<file path="config.mk">
export PLATFORM = sky130hd
export DESIGN_NAME = cla16
export DESIGN_NICKNAME = d
export VERILOG_FILES = /design/src/rtl/cla_pkg.sv /design/src/rtl/cla16_lcu.sv /design/src/rtl/cla16.sv
export SDC_FILE = /design/constraint.sdc
export NUM_CORES = 1
export LEC_CHECK = 0
export ABC_AREA = 0
export CAP_MARGIN = 0
export CORE_MARGIN = 3
export CORE_UTILIZATION = 39
export DETAILED_ROUTE_END_ITERATION = 6
export PLACE_DENSITY = 0.9
export SETUP_SLACK_MARGIN = 0.4
export SLEW_MARGIN = 20
export SYNTH_ARGS = -nofsm -noshare
export SYNTH_HDL_FRONTEND = slang
export SYNTH_SLANG_ARGS = --single-unit
</file>
<file path="constraint.sdc">
create_clock -name vclk -period 4.8
set_input_delay 0.48 -clock vclk [all_inputs]
set_output_delay 0.48 -clock vclk [all_outputs]
set_load 0.03 [all_outputs]
</file>
<file path="src/rtl/cla_pkg.sv">
// Shared sizing constants for the 16-bit carry-lookahead adder and its
// lookahead carry units.
package cla_pkg;

    localparam int GROUP_W  = 4;
    localparam int N_GROUPS = 4;

endpackage

</file>
<file path="src/rtl/cla16_lcu.sv">
// lcu: 4-bit lookahead carry unit. Purely combinational, usable both at bit
// level and for cascading group propagate/generate pairs.
module lcu
    import cla_pkg::*;
(
    input  logic [GROUP_W-1:0] p,
    input  logic [GROUP_W-1:0] g,
    input  logic               cIn,
    output logic               pg,
    output logic               gg,
    output logic               cOut,
    output logic [GROUP_W-1:1] c
);

    // Every carry is a flat sum of products; none waits on another carry.
    assign c[1] = g[0] | (p[0] & cIn);
    assign c[2] = g[1] | (p[1] & g[0]) | (p[1] & p[0] & cIn);
    assign c[3] = g[2] | (p[2] & g[1]) | (p[2] & p[1] & g[0])
                | (p[2] & p[1] & p[0] & cIn);

    assign pg   = p[3] & p[2] & p[1] & p[0];
    assign gg   = g[3] | (p[3] & g[2]) | (p[3] & p[2] & g[1])
                | (p[3] & p[2] & p[1] & g[0]);
    assign cOut = gg | (pg & cIn);

endmodule

</file>
<file path="src/rtl/cla16.sv">
// cla16: 16-bit two-level carry-lookahead adder (four group lcus plus one
// top lcu). Define CLA16_OUT_REG_EN to register s/cOut/pg/gg on clk.
module cla16
    import cla_pkg::*;
(
    input  logic        clk,
    input  logic        reset,
    input  logic [15:0] a,
    input  logic [15:0] b,
    input  logic        cIn,
    output logic [15:0] s,
    output logic        cOut,
    output logic        pg,
    output logic        gg
);

    logic [15:0]         p;
    logic [15:0]         g;
    logic [15:0]         c;
    logic [15:0]         sum_c;
    logic [N_GROUPS-1:0] grp_p;
    logic [N_GROUPS-1:0] grp_g;
    logic [N_GROUPS-1:0] grp_cin;
    logic [N_GROUPS-1:0] grp_cout_unused;
    logic                cout_c;
    logic                pg_c;
    logic                gg_c;

    assign p = a ^ b;
    assign g = a & b;

    for (genvar gi = 0; gi < N_GROUPS; gi++) begin : g_grp
        lcu u_lcu (
            .p    (p[gi*GROUP_W +: GROUP_W]),
            .g    (g[gi*GROUP_W +: GROUP_W]),
            .cIn  (grp_cin[gi]),
            .pg   (grp_p[gi]),
            .gg   (grp_g[gi]),
            .cOut (grp_cout_unused[gi]),
            .c    (c[gi*GROUP_W+1 +: GROUP_W-1])
        );
        assign c[gi*GROUP_W] = grp_cin[gi];
    end

    // Group carry-ins come from the second level, never from a neighbour group.
    assign grp_cin[0] = cIn;

    lcu u_lcu_top (
        .p    (grp_p),
        .g    (grp_g),
        .cIn  (cIn),
        .pg   (pg_c),
        .gg   (gg_c),
        .cOut (cout_c),
        .c    (grp_cin[N_GROUPS-1:1])
    );

    assign sum_c = p ^ c;

`ifdef CLA16_OUT_REG_EN
    always_ff @(posedge clk) begin
        if (reset) begin
            s    <= '0;
            cOut <= 1'b0;
            pg   <= 1'b0;
            gg   <= 1'b0;
        end else begin
            s    <= sum_c;
            cOut <= cout_c;
            pg   <= pg_c;
            gg   <= gg_c;
        end
    end
`else
    logic unused_ctrl;
    assign unused_ctrl = clk ^ reset;

    assign s    = sum_c;
    assign cOut = cout_c;
    assign pg   = pg_c;
    assign gg   = gg_c;
`endif

endmodule

</file>
==> results.py <==
metrics = {
    "outcome": {
        "status": "finished, final reports clean",
    },
    "logic_synthesis": {
        "synth_top_area_share_pct": 27.4,
        "synth_top_area_cell": "ha_1",
        "synth_fp_nets": 150,
        "syn_inst": 95,
        "avgSynthCellArea_um2": 7.68,
        "synth_area_leaders": "ha_1, fa_1, a21oi_1",
        "yosysWarnings": 0,
        "ys_seq_area_share_pct": 0,
        "synth.distinct_cells": 25,
        "synth_area_um2": 729,
    },
    "critical_path": {
        "setup.worst_path.end_class": "output port",
        "critPathRequiredTime_ns": 4.32,
        "path_class": "in -> out",
        "crit_fanout": 4,
        "start_kind": "input port",
        "cp.arrival_ns": 3.36,
    },
    "cts": {
        "cts_hold_buf": 0,
        "cts_resized": 0,
        "post_cts_buffers": 0,
    },
    "die": {
        "chipWidth_um": 49.2,
        "die_area_um2": 2430,
        "rows": 15,
        "die_h_um": 49.2,
        "io_pins": 54,
        "core_area_um2": 1750,
        "start_util_pct": 41.8,
    },
    "global_route": {
        "antenna_found_initial": 0,
        "grt_use_total_pct": 18.4,
        "grt_pass1_wl_um": 3720,
        "grt_overflow_total": 0,
        "grt_max_degree": 7,
        "grt_pass1_vias": 902,
    },
    "detailed_routing": {
        "wl_met2_um": 1170,
        "drt_wl_total_um": 2170,
        "antenna_left": 0,
        "via_per_inst": 5.20,
        "drt-wirelength-per-cell_um": 12.6,
        "first_pass_iters": 4,
        "num_vias": 894,
        "drt-met1-wl_um": 824,
        "top_layer": "met3",
        "wl_met3_um": 167,
        "drcViolationCount": 0,
        "drt_iter0_markers": 6,
    },
    "sta": {
        "relSlewSlack_pct": 75.0,
        "finalHoldViolations": 0,
        "drv_slew": 0,
        "post-route-min-period_ns": 3.84,
        "period_share_pct": 80.0,
        "fin_ws_ns": 0.960,
        "setup-violations-final": 0,
        "tightestPinTransition_ns": 0.371,
        "fmax_mhz": 260,
        "finalSetupTns_ns": 0,
        "rsz0062_at_grt": "false",
    },
    "cells_and_area": {
        "areaGrowthSynthToFinish_pct": 75.6,
        "fin_nets": 204,
        "seq_cell_count": 0,
        "n_antenna_cell": 0,
        "regArea_um2": 0,
        "clock_buffer_count": 0,
        "drive_gt1_share_pct": 2.72,
        "stdcell_count": 172,
        "finalCoreUtilization_pct": 73.4,
    },
    "flow_run": {
        "cap_violations": 0,
    },
    "placement": {
        "port_buffers": 52,
        "hpwl_um": 1970,
        "dp_slack_ns": 0.988,
        "gp_congestion": 0.705,
        "dp_cells": 172,
    },
    "power": {
        "ir_worst_vdd_mv": 0.118,
        "power_density_nw_per_um2": 194,
        "p_leak_nw": 0.548,
        "total_power_mw": 0.248,
    },
    "min_path": {
        "min_path_type": "in -> out",
    },
}
-- layout by cell type (no fill, tap or decap) --
master	n
nor2b_1	2
inv_1	10
nand3_2	1
xor2_1	6
and3_1	1
a21o_1	2
nand3_1	3
a21oi_2	1
o21ai_0	4
ha_1	16
nor2_1	7
o311ai_1	1
o211ai_2	1
o211ai_1	2
o221ai_1	2
nand2_1	8
o31ai_1	2
a21oi_1	11
xnor2_1	5
nand4_1	2
a31oi_1	1
fa_1	4
and4_1	1
or2b_1	1
clkdlybuf4s50_1	52
a211oi_2	1
-- worst max-delay path, stage by stage --
cell,delay [ns]
clkdlybuf4s50_1,0.42
ha_1,0.37
a21oi_2,0.22
o21ai_0,0.18
a211oi_2,0.34
nor2_1,0.11
fa_1,0.38
xor2_1,0.16
clkdlybuf4s50_1,0.68
-- cells in the mapped netlist, drive strengths merged --
cell type / instances
a211oi: 1
nor2: 7
nand3: 4
and4: 1
or2b: 1
fa: 4
ha: 16
a21o: 2
inv: 10
o211ai: 3
nand4: 2
xnor2: 5
a31oi: 1
nor2b: 2
a21oi: 12
o221ai: 2
xor2: 6
nand2: 8
o31ai: 2
o21ai: 4
o311ai: 1
and3: 1
-- final cells by class --
cell class | instances | area [um^2]
Fill cell | 157 | 464
Inverter | 10 | 37.5
Multi-Input combinational cell | 85 | 692
Tap cell | 25 | 31.3
Timing Repair Buffer | 52 | 520
-- where the power goes --
part	internal, mW	total [mW]	switching (mW)	leakage, nW
Combinational	0.114	0.248	0.134	0.548
Clock	0	0	0	0
Sequential	0	0	0	0
Total	0.114	0.248	0.134	0.548
-- logic make-up after synthesis --
group | count (synthesis) | synth area share (%)
xor+xnor | 11 | 13.2
compound gates | 28 | 25.6
fa+ha+maj | 20 | 38.4
simple gates | 26 | 17.7
buf+inv | 10 | 5.15
-- layer usage --
| layer | GRT usage [%] | vias up |
|---|---|---|
| met4 | 0.948 | 0 |
| met1 | 18.9 | 409 |
| met5 | 0 | - |
| met2 | 38.6 | 33 |
| li1 | - | 452 |
| met3 | 3.36 | 0 |
-- worst paths after layout --
| check | endpoint | cells past startpoint | slack (ns) | from |
|---|---|---|---|---|
| min | cOut | 3 | 2.21 | cIn |
| max | s[13] | 9 | 0.96 | a[9] |
-- metrics by stage --
step | area (um^2) | hold WS [ns]
final | 1280 | 2.21
after global routing | 1280 | 2.22
after CTS | 1280 | 2.20
after detailed placement | 1280 | 2.19
after global placement | 1280 | 2.20
after floorplan | 729 | 1.20
(Power assumes the default switching activity.)
